$ cat src/rtl/rom_fetch_pkg.sv
// Shared types and constants for the ROM instruction prefetch stage.
package rom_fetch_pkg;
  localparam int ADDR_W = 24;
  localparam int WORD_W = 32;
  localparam logic [ADDR_W-1:0] BASE_DEFAULT = 24'h05_0000;

  typedef enum logic [1:0] {ST_SETTLE, ST_WAIT, ST_HOLD} fetch_state_t;

  typedef struct packed {
    logic [ADDR_W-1:0] addr;
    logic [WORD_W-1:0] data;
  } fetch_entry_t;
endpackage

$ cat src/rtl/sync_fifo.sv
// Synchronous FIFO with fall-through head, flush and occupancy count.
module sync_fifo #(
  parameter int WIDTH = 56,
  parameter int DEPTH = 4
) (
  input  logic                     clk,
  input  logic                     rst,
  input  logic                     flush,
  input  logic                     push,
  input  logic [WIDTH-1:0]         push_data,
  input  logic                     pop,
  output logic [WIDTH-1:0]         head_data,
  output logic                     head_valid,
  output logic [$clog2(DEPTH):0]   count
);
  localparam int AW = $clog2(DEPTH);
  localparam logic [AW:0] FULL = (AW+1)'(DEPTH);

  logic [WIDTH-1:0] mem [DEPTH];
  logic [AW-1:0]    rd_ptr, wr_ptr;
  logic             do_push, do_pop;

  // A push into a full FIFO is only legal when the head leaves the same cycle.
  assign do_pop  = pop && (count != '0);
  assign do_push = push && ((count != FULL) || do_pop);

  always_ff @(posedge clk) begin
    if (rst || flush) begin
      rd_ptr <= '0;
      wr_ptr <= '0;
      count  <= '0;
    end else begin
      if (do_push) wr_ptr <= wr_ptr + AW'(1);
      if (do_pop)  rd_ptr <= rd_ptr + AW'(1);
      count <= count + (AW+1)'(do_push) - (AW+1)'(do_pop);
    end
  end

  always_ff @(posedge clk) begin
    if (do_push && !rst && !flush) mem[wr_ptr] <= push_data;
  end

  assign head_data  = mem[rd_ptr];
  assign head_valid = (count != '0);
endmodule

$ cat src/rtl/rom_prefetch.sv
// Sequential prefetcher in front of Parallel_ROM: walks word addresses,
// buffers returned words and serves them on a valid/ready port.
module rom_prefetch
  import rom_fetch_pkg::*;
#(
  parameter logic [ADDR_W-1:0] BASE   = BASE_DEFAULT,
  parameter int                DEPTH  = 4,
  parameter int                SETTLE = 2
) (
  input  logic              clk,
  input  logic              rst,
  output logic [ADDR_W-1:0] rom_addr,
  input  logic [WORD_W-1:0] rom_data,
  input  logic              rom_readyn,
  output logic              fetch_valid,
  input  logic              fetch_ready,
  output logic [WORD_W-1:0] fetch_data,
  output logic [ADDR_W-1:0] fetch_addr,
  input  logic              redirect,
  input  logic [ADDR_W-1:0] redirect_addr,
  output logic              busy
);
  localparam int CW = $clog2(SETTLE + 1);
  localparam int NW = $clog2(DEPTH) + 1;
  localparam logic [CW-1:0] SETTLE_LD = CW'(SETTLE);
  localparam logic [NW:0]   FULL      = (NW+1)'(DEPTH);

  fetch_state_t      state_q, state_d;
  logic [CW-1:0]     cnt_q, cnt_d;
  logic [ADDR_W-1:0] addr_q, addr_d;
  logic [NW-1:0]     count;
  logic [NW:0]       cnt_after;
  logic              push, pop;
  fetch_entry_t      entry_in, head;

  // A redirect squashes both a completing word and a same-cycle pop.
  assign push = (state_q == ST_WAIT) && !rom_readyn && !redirect;
  assign pop  = fetch_valid && fetch_ready && !redirect;
  assign cnt_after = {1'b0, count} + (NW+1)'(push) - (NW+1)'(pop);

  assign entry_in.addr = addr_q;
  assign entry_in.data = rom_data;

  sync_fifo #(
    .WIDTH ($bits(fetch_entry_t)),
    .DEPTH (DEPTH)
  ) u_fifo (
    .clk        (clk),
    .rst        (rst),
    .flush      (redirect),
    .push       (push),
    .push_data  (entry_in),
    .pop        (pop),
    .head_data  (head),
    .head_valid (fetch_valid),
    .count      (count)
  );

  always_comb begin
    state_d = state_q;
    cnt_d   = cnt_q;
    addr_d  = addr_q;
    if (redirect) begin
      addr_d  = {redirect_addr[ADDR_W-1:2], 2'b00};
      state_d = ST_SETTLE;
      cnt_d   = SETTLE_LD;
    end else begin
      case (state_q)
        ST_SETTLE: begin
          if (cnt_q == '0) state_d = ST_WAIT;
          else             cnt_d   = cnt_q - CW'(1);
        end
        ST_WAIT: begin
          if (push) begin
            addr_d = addr_q + ADDR_W'(4);
            // Park with the next address already presented when the buffer fills.
            if (cnt_after < FULL) begin
              state_d = ST_SETTLE;
              cnt_d   = SETTLE_LD;
            end else begin
              state_d = ST_HOLD;
            end
          end
        end
        ST_HOLD: begin
          if ({1'b0, count} < FULL) begin
            state_d = ST_SETTLE;
            cnt_d   = SETTLE_LD;
          end
        end
        default: begin
          state_d = ST_SETTLE;
          cnt_d   = SETTLE_LD;
        end
      endcase
    end
  end

  always_ff @(posedge clk) begin
    if (rst) begin
      state_q <= ST_SETTLE;
      cnt_q   <= SETTLE_LD;
      addr_q  <= BASE;
    end else begin
      state_q <= state_d;
      cnt_q   <= cnt_d;
      addr_q  <= addr_d;
    end
  end

  assign rom_addr   = addr_q;
  assign busy       = (state_q != ST_HOLD);
  assign fetch_data = head.data;
  assign fetch_addr = head.addr;
endmodule
$ cat config.mk
export PLATFORM = sky130hd
export DESIGN_NAME = rom_prefetch
export DESIGN_NICKNAME = d
export VERILOG_FILES = /design/src/rtl/rom_fetch_pkg.sv /design/src/rtl/sync_fifo.sv /design/src/rtl/rom_prefetch.sv
export SDC_FILE = /design/constraint.sdc
export NUM_CORES = 1
export LEC_CHECK = 0
export ABC_AREA = 0
export CAP_MARGIN = 20
export CORE_MARGIN = 1
export CORE_UTILIZATION = 54
export CTS_CLUSTER_DIAMETER = 50
export DETAILED_ROUTE_END_ITERATION = 10
export GPL_TIMING_DRIVEN = 0
export MAX_ROUTING_LAYER = met4
export PLACE_DENSITY = 0.8
export SLEW_MARGIN = 20
export SYNTH_ARGS = -nofsm -noshare
export SYNTH_HDL_FRONTEND = slang
export SYNTH_SLANG_ARGS = --single-unit
$ cat constraint.sdc
create_clock -name clk -period 4.1 [get_ports clk]
set_input_delay 0.41 -clock clk [delete_from_list [all_inputs] [get_ports clk]]
set_output_delay 0.41 -clock clk [all_outputs]
set_load 0.02 [all_outputs]
# Word level (Yosys, flattened, before mapping)
# Memories as Yosys holds them, arrays and structs flattened. A register that Yosys moved wholly into a read port is not among the register bits.
# Index checks and enable logic that the tools add are counted.
[classes] muxes=17 eq_ne=9 reduce_logical=23 order_cmp=2 n_addsub=8
[ops] cell="24-bit 2-to-1 mux" count=3
[ops] cell="24-bit by 3-bit adder with 24-bit output (second input constant)" count=1
[ops] cell="2-bit 2-to-1 mux" count=10
[ops] cell="2-bit one-hot mux with 3 select lines" count=2
[ops] cell="2-bit != test (second input constant)" count=5
[ops] cell="1-bit logical AND" count=8
[ops] cell="2-bit by 1-bit adder with 2-bit output (second input constant)" count=2
[ops] cell="3-bit by 1-bit adder with 4-bit output" count=1
[ops] cell="2-bit logical NOT" count=2
[ops] cell="4-bit by 3-bit < comparator with 1-bit output (second input constant)" count=1
[ops] cell="2-bit AND reduction" count=2
[ops] cell="4-bit AND reduction" count=1
[ops] cell="2-bit nonzero test" count=2
[ops] cell="4-bit by 1-bit subtractor with 4-bit output" count=1
[ops] cell="3-bit by 1-bit adder with 3-bit output" count=1
[ops] cell="1-bit logical NOT" count=3
[ops] cell="3-bit < comparator (second input constant)" count=1
[ops] cell="3-bit != test (second input constant)" count=1
[ops] cell="3-bit AND reduction" count=1
[ops] cell="3-bit nonzero test" count=1
[ops] cell="3-bit by 1-bit subtractor with 3-bit output" count=1
[ops] cell="2-bit by 1-bit == test with 1-bit output (second input constant)" count=1
[ops] cell="2-bit == test (second input constant)" count=1
[ops] cell="1-bit logical OR" count=2
[ops] cell="4 further kinds" count=5
[word_totals] mem_count=1 ramBits=224 out_inout_bits=82 wordCells=67 reg_bits=35 input_bits=61
[memory_table] name="u_fifo.mem" words=4 word_bits=56 rd=1 rd_clocked_by_memory_dff=1 write_ports=1 line_no="sync_fifo.sv:19" text="logic [WIDTH-1:0] mem [DEPTH];"

# Depth between registers and ports, before layout
# Gate-level depths: netlist of run 1.
[depth] word_depth=10 depth_mapped=12 depth_no_buf=9

# Modules after synthesis
# Synthesis of run 1 repeated with hierarchy kept, for this count alone.
[hier_totals] hier_cells=547 hier_area_um2=10217.3
[modules_own_cells] mod="sync_fifo" area_per_inst_um2=8540.7 cells_per_inst=339 n_inst=1
[modules_own_cells] mod="rom_prefetch" area_per_inst_um2=1676.6 cells_per_inst=208 n_inst=1

# Worst setup path after synthesis of run 1
# Ideal clock, no wire load.
[synth_timing] kind="input port to flip-flop" start="in redirect" end="mem u_fifo.mem[0][0], enable pin" setup_ps=417 path_stages=5 slack_ps=1037 path_buffers=2 t_arrival_ps=2646 t_required_ps=3683 cell_sequence="buf_2 > or2_2 > clkbuf_1 > nor3b_1 > and2_1"
[synth_between] elab_chain_cells=9 elab_cells_between_ends=10 classes_between="2 x mux; 8 x reduce/logical"
[synth_rtl] item="start: declaration" line_no="rom_prefetch.sv:19" text="input logic redirect,"
[synth_rtl] item="1-bit logical NOT *" line_no="sync_fifo.sv:40, rom_prefetch.sv:37, rom_prefetch.sv:38"
[synth_rtl] item="1-bit logical AND" line_no="rom_prefetch.sv:38" text="assign pop = fetch_valid && fetch_ready && !redirect;"
[synth_rtl] item="1-bit logical AND" line_no="sync_fifo.sv:24" text="assign do_pop = pop && (count != '0);"
[synth_rtl] item="1-bit logical OR" line_no="sync_fifo.sv:25" text="assign do_push = push && ((count != FULL) || do_pop);"
[synth_rtl] item="1-bit logical AND" line_no="sync_fifo.sv:25"
[synth_rtl] item="1-bit logical AND" line_no="sync_fifo.sv:40" text="if (do_push && !rst && !flush) mem[wr_ptr] <= push_data;"
[synth_rtl] item="1-bit logical AND *" line_no="sync_fifo.sv:40"
[synth_rtl] item="1-bit 2-to-1 mux *" line_no="sync_fifo.sv:40"
[synth_rtl] item="1-bit 2-to-1 mux (not written as such) *" line_no="sync_fifo.sv:40"
[synth_rtl] item="end: declaration" line_no="sync_fifo.sv:19"
# Every way passes the cells marked *; elsewhere a longest branch is shown, timed or not.

==> results of run 1 <==
## layer usage
metal	up-vias	share of wire, %	global-route usage [%]
li1	2468	-	-
met4	0	1.4	5.68
met5	-	0	-
met3	25	5.8	3.26
met2	200	51	36.6
met1	2775	42	27.2
## sequential cells by signal, summed over array words and instances, names as in the netlist, named ones only
signal         flops
u_fifo.rd_ptr      2
state_q            2
cnt_q              2
rom_addr          22
u_fifo.count       3
u_fifo.mem       216
u_fifo.wr_ptr      2
## report_power, final
| part | internal (mW) | total [mW] | switching [mW] |
|---|---|---|---|
| sequential | 2.79 | 2.83 | 0.0400 |
| clock | 1.22 | 2.08 | 0.861 |
| combinational | 0.106 | 0.200 | 0.0941 |
| total | 4.12 | 5.11 | 0.995 |
## tightest hold or removal path: stages
cell             delay [ns]
clkdlybuf4s50_1        0.40
nand2_1                0.06
a21oi_1                0.05
## path summary, 6_finish.rpt
| kind | slack (ns) | cells after the start | startpoint | end |
|---|---|---|---|---|
| max | 0.76 | 4 | register | fetch_addr[9] |
| min | 0.45 | 3 | redirect_addr[3] | rom_addr[3] |
| max reg2reg | 1.52 | 9 | u_fifo.count[1] | cnt_q[0] |
| min reg2reg | 0.47 | 2 | cnt_q[0] | cnt_q[0] |
## cell families (layout without fill, tap and decap cells)
family,after synthesis,count (layout),synth area share (%)
AOI/OAI and AO/OA,42,42,3.11
xor gates and xnor gates,15,15,1.33
adders and majority gates,12,12,1.60
buffers and inverters,46,229,2.07
DFF,251,251,72.9
muxes,59,59,12.9
other,1,4,0.0380
and+or+nand+nor,101,101,6.14
## through the flow
step,cell area (um2),hold WS (ns)
5_1_grt,12400,0.486
3_3_place_gp,11500,0.448
4_1_cts,12400,0.444
2_1_floorplan,9880,0.438
3_5_place_dp,11600,0.463
6_report,12400,0.453
## cell type report
| type | instances | area share (%) |
|---|---|---|
| well taps | 229 | 2.31 |
| repair buffers | 139 | 11.8 |
| inverters | 16 | 0.485 |
| clock buffers | 35 | 5.51 |
| plain buffers | 30 | 1.16 |
| flip-flops and latches | 251 | 58.0 |
| multi-input cells | 233 | 20.1 |
| clock inverters | 9 | 0.596 |
## cell usage after synthesis, drive strengths merged (8+ instances only)
master / instances
edfxtp: 216
mux4: 54
dfxtp: 35
nor2: 24
clkbuf: 16
inv: 16
buf: 14
a211oi: 13
ha: 11
nand2: 11
nand4: 10
and3: 8
xnor2: 8
==> flow_summary.toml, run 1 <==
[setup_path]
worst_ep_arrival_time_ns = 2.93
cp_cell_sequence = "clkbuf_1 > buf_2 > mux4_2 > clkdlybuf4s50_1"
crit_slowest_cell = "clkdlybuf4s50_1"
setup.worst_path.end_class = "output port"
critical-path-top-delay-family = "buffers and inverters"
slowest_delay_ns = 0.61
critPathRequiredTime_ns = 3.69
timing.setup.critical_path_class = "reg2out"
cp.buffers_inverters = 3
worst-path-max-fanout = 10
setup.worst_path.start_class = "register"

[global_route]
gr-usage-all-layers_pct = 21.6
grt_pass1_wl_um = 29500
grt_pass1_vias = 5693
antenna_found_initial = 0
global_route.overflow_total = 0
grt_start_max_net_pins = 44

[synth]
netlist_top_cells_area = "edfxtp_1, mux4_2, dfxtp_1"
synthesis.area_um2 = 9860
synth_largest_area_cell = "edfxtp_1"
netlist.area_leader.share_pct = 65.8
postSynth.asyncResetShare_pct = 0
ys_ff_latch = 251
yosys.cell_types.count = 50
synth_seq_area_share_pct = 72.9
synth-warning-count = 0
synth-main-ff-cell = "edfxtp_1"
syn_avg_cell_area_um2 = 18.7
syn-instance-count = 527
synth_edf_count = 216

[pwr]
vdd_drop_max_uv = 405
leakage_nw = 3.97
power.total_mw = 5.11
power-per-cell-area_nw_per_um2 = 413

[route]
number_of_nets_with_antenna_violations_after_routing = 0
drt_iter0_markers = 413
routedWlPerCell_um = 20.2
drc = 0
detail_route.first_pass.iterations = 4
routed_wl_um = 19000
via_count = 5468
viasPerCell = 5.80

[cells_and_area]
final_cell_mix = "edfxtp_1, clkdlybuf4s50_1, mux4_2, dfxtp_1, clkbuf_16"
layout.area.seq_um2 = 7190
layout.core_utilization_pct = 69.2
num-nets-final = 768
multi_input_area_um2 = 2490
fillCellCount = 1157
final_common_cell = "edfxtp_1"
area_delta_synth_final_pct = 25.6
post_layout_nonfiller_instances = 942
antenna_cells = 0
post_route_cells_drive_above_1_share_pct = 16.4

[sta]
timing.max_slew.rel_slack_pct = 53.8
clock-skew-final_ns = 0.0235
grt_setup_unrepaired = "no"
timing.final.ws_setup_ns = 0.765
achievable-frequency_mhz = 300
final-setup-viol-count = 0
final.setup.tns_ns = 0
final_hold_violations = 0
fin_crit_sh_pct = 81.3
maxSlewViolCount = 0
tightest_slew_ns = 0.687
finalWorstPathRequiredPeriod_ns = 3.34

[clock_network]
clock-root-buffer = "clkbuf_16"
clkLatencyLatePin_ns = 0.51
clock_path_buffers = 3
tritoncts = "done"
path_clk_slew_ns = 0.07
post_cts_resize_count = 0
ctsHtreeMaxLevel = 1
cts-hold-fix-buffers = 0
clock_sink_count = 251
cts.repair_timing.setup_buffer_count = 0
cts-buffers-inserted = 24

[floorplan]
die_ar_um2 = 18800
chipWidth_um = 137
num_io_pins = 143
start_util_pct = 55.1
core_region_area_um2 = 17900
placement_rows = 49
die_h_um = 137

[placed_design]
preCtsSetupSlack_ns = 0.742
buffer_ports.inserted = 135
post-place-cells = 898
finalWeightedCongestion = 0.887
detailedPlacementHpwl_um = 12500

[run]
cap_viol_max_count = 0

[outcome]
outcome = "complete, no violations"

[worst_hold_path]
hold_crit_class = "in2reg"
No activity file was read; power rests on OpenSTA's default activity.
==> run 2: changes to the inputs <==
==> constraint.sdc (replaced) <==
create_clock -name clk -period 3.3 [get_ports clk]
set_input_delay 0.33 -clock clk [delete_from_list [all_inputs] [get_ports clk]]
set_output_delay 0.33 -clock clk [all_outputs]
set_load 0.02 [all_outputs]
==> run 2 against run 1 <==
Net effect: total power rose by 24%; flip-flop and latch count did not move; utilization is essentially flat; critical endpoint unchanged; via count is 0.22% lower.
==> flow_summary.toml, run 2 (synthesis gave the netlist of run 1 again) <==
[run]
cap_viol_max_count = 0

[placed_design]
post-place-cells = 898
preCtsSetupSlack_ns = 0.0218
placement.cell_area_um2 = 11600
detailedPlacementHpwl_um = 12500
buffer_ports.inserted = 135
finalWeightedCongestion = 0.887

[pwr]
power_report.internal_total_mw = 5.12
vdd_drop_max_uv = 502
power-per-cell-area_nw_per_um2 = 513
power.total_mw = 6.35
leakage_nw = 3.97
clock_power_share_pct = 40.7
combPwrFrac_pct = 3.9
sw_frac_of_total_pct = 19.4
total_switching_power_mw = 1.24
power_frac_seq_pct = 55.4

[floorplan]
core_region_area_um2 = 17900
placement_rows = 49
die_ar_um2 = 18800
die_h_um = 137
chipWidth_um = 137
start_util_pct = 55.1
num_io_pins = 143

[outcome]
outcome = "complete, no violations"

[global_route]
grt_pass1_vias = 5692
global_route.overflow_total = 0
gr-usage-met1_pct = 27.2
grt_start_max_net_pins = 44
grt_pass1_wl_um = 29500
global_route.usage.met2_pct = 36.6
gr-usage-all-layers_pct = 21.6
global_route.usage.met3_pct = 3.26
grt_busiest_layer = "met2"
antenna_found_initial = 0

[sta]
final_hold_violations = 0
whs_ns = 0.375
fin_crit_sh_pct = 94.7
timing.final.ws_setup_ns = 0.176
tightest_slew_ns = 0.683
final-setup-viol-count = 0
timing.max_slew.rel_slack_pct = 54.1
maxSlewViolCount = 0
finalWorstPathRequiredPeriod_ns = 3.12
clock-skew-final_ns = 0.0223
achievable-frequency_mhz = 320
grt_setup_unrepaired = "no"

[clock_network]
cts-buffers-inserted = 24
clkLatencyLatePin_ns = 0.51
clock_sink_count = 251
clock_path_buffers = 3
cts.repair_timing.setup_buffer_count = 0
clock-root-buffer = "clkbuf_16"
tritoncts = "done"
path_clk_slew_ns = 0.06
ctsHtreeMaxLevel = 1

[cells_and_area]
area_delta_synth_final_pct = 25.6
final_cell_mix = "edfxtp_1, clkdlybuf4s50_1, mux4_2, dfxtp_1, clkbuf_16"
layout.area.seq_um2 = 7190
num-nets-final = 767
fillCellCount = 1155
post_route_cells_drive_above_1_share_pct = 16.6
final_common_cell = "edfxtp_1"
top_register = "u_fifo.mem"
multi_input_area_um2 = 2490
post_layout_nonfiller_instances = 941
finish.instance_area_um2 = 12400
largest_reg_flops = 216
antenna_cells = 0

[setup_path]
worst-path-max-fanout = 10
crit_slowest_cell = "clkdlybuf4s50_1"
worst_ep_arrival_time_ns = 2.79
cp_cell_sequence = "buf_1 > clkbuf_1 > mux4_2 > clkdlybuf4s50_1"
setup.worst_path.start_class = "register"
setup.worst_path.end_class = "output port"
critical_path_depth = 4
count_of_cells_along_the_worst_register_to_register_path = 9
cp.buffers_inverters = 3
critical-path-top-delay-family = "buffers and inverters"
critPathRequiredTime_ns = 2.97
timing.setup.critical_path_class = "reg2out"
slowest_delay_ns = 0.61

[worst_hold_path]
timing.hold.worst_path_depth = 3
hold_crit_class = "in2reg"

[route]
drc = 0
via_count = 5456
routedWlPerCell_um = 20.2
viasPerCell = 5.80
number_of_nets_with_antenna_violations_after_routing = 0
drt_iter0_markers = 489
routed_wl_um = 19000
detail_route.first_pass.iterations = 4
## run 2: area by class of cell
class | count | share of cell area (%)
plain buffers | 29 | 1.14
clock buffers | 35 | 5.51
clock inverters | 9 | 0.596
inverters | 16 | 0.485
multi-input cells | 233 | 20.1
flip-flops and latches | 251 | 58.0
well taps | 229 | 2.31
repair buffers | 139 | 11.8
## run 2: final timing paths
kind | from | end | slack (ns)
hold / removal | redirect_addr[3] | rom_addr[3] | 0.37
setup / recovery | register | fetch_addr[9] | 0.18
setup reg to reg | u_fifo.count[1] | cnt_q[0] | 0.72
hold reg to reg | cnt_q[0] | cnt_q[0] | 0.47
## run 2: tightest hold or removal path, delay by kind of cell
family,cells,cell delay [ns]
buf+inv,1,0.40
simple gates,1,0.06
compound gates,1,0.05
## run 2: power by group through the flow
stage,clock network (mW),registers [mW],logic (mW)
after floorplan,0,3.59,0.0789
after global placement,0,3.58,0.238
after detailed placement,0,3.59,0.247
after CTS,2.64,3.52,0.249
after global routing,2.75,3.52,0.267
final,2.59,3.52,0.249
## run 2: routing by layer
metal / share of wire [%] / vias up / wire length [um]
met3: 6.5 / 23 / 1230
met1: 41 / 2754 / 7760
li1: - / 2460 / -
met4: 1.4 / 0 / 261
met5: 0 / - / 0
met2: 51 / 219 / 9720
## run 2: repair_timing
item | CTS | global route
hold endpoints to repair | 0 | 0
gates resized for setup | 0 | 2
setup endpoints to repair | 21 | 4
hold buffers | 0 | 0
## run 2: metrics by stage
step,TNS [ns],util [%]
detailed placement,0,65.0
floorplan,0,-
CTS,0,69.2
global route,0,69.2
finish,0,69.2
global placement,-223.37,64.3
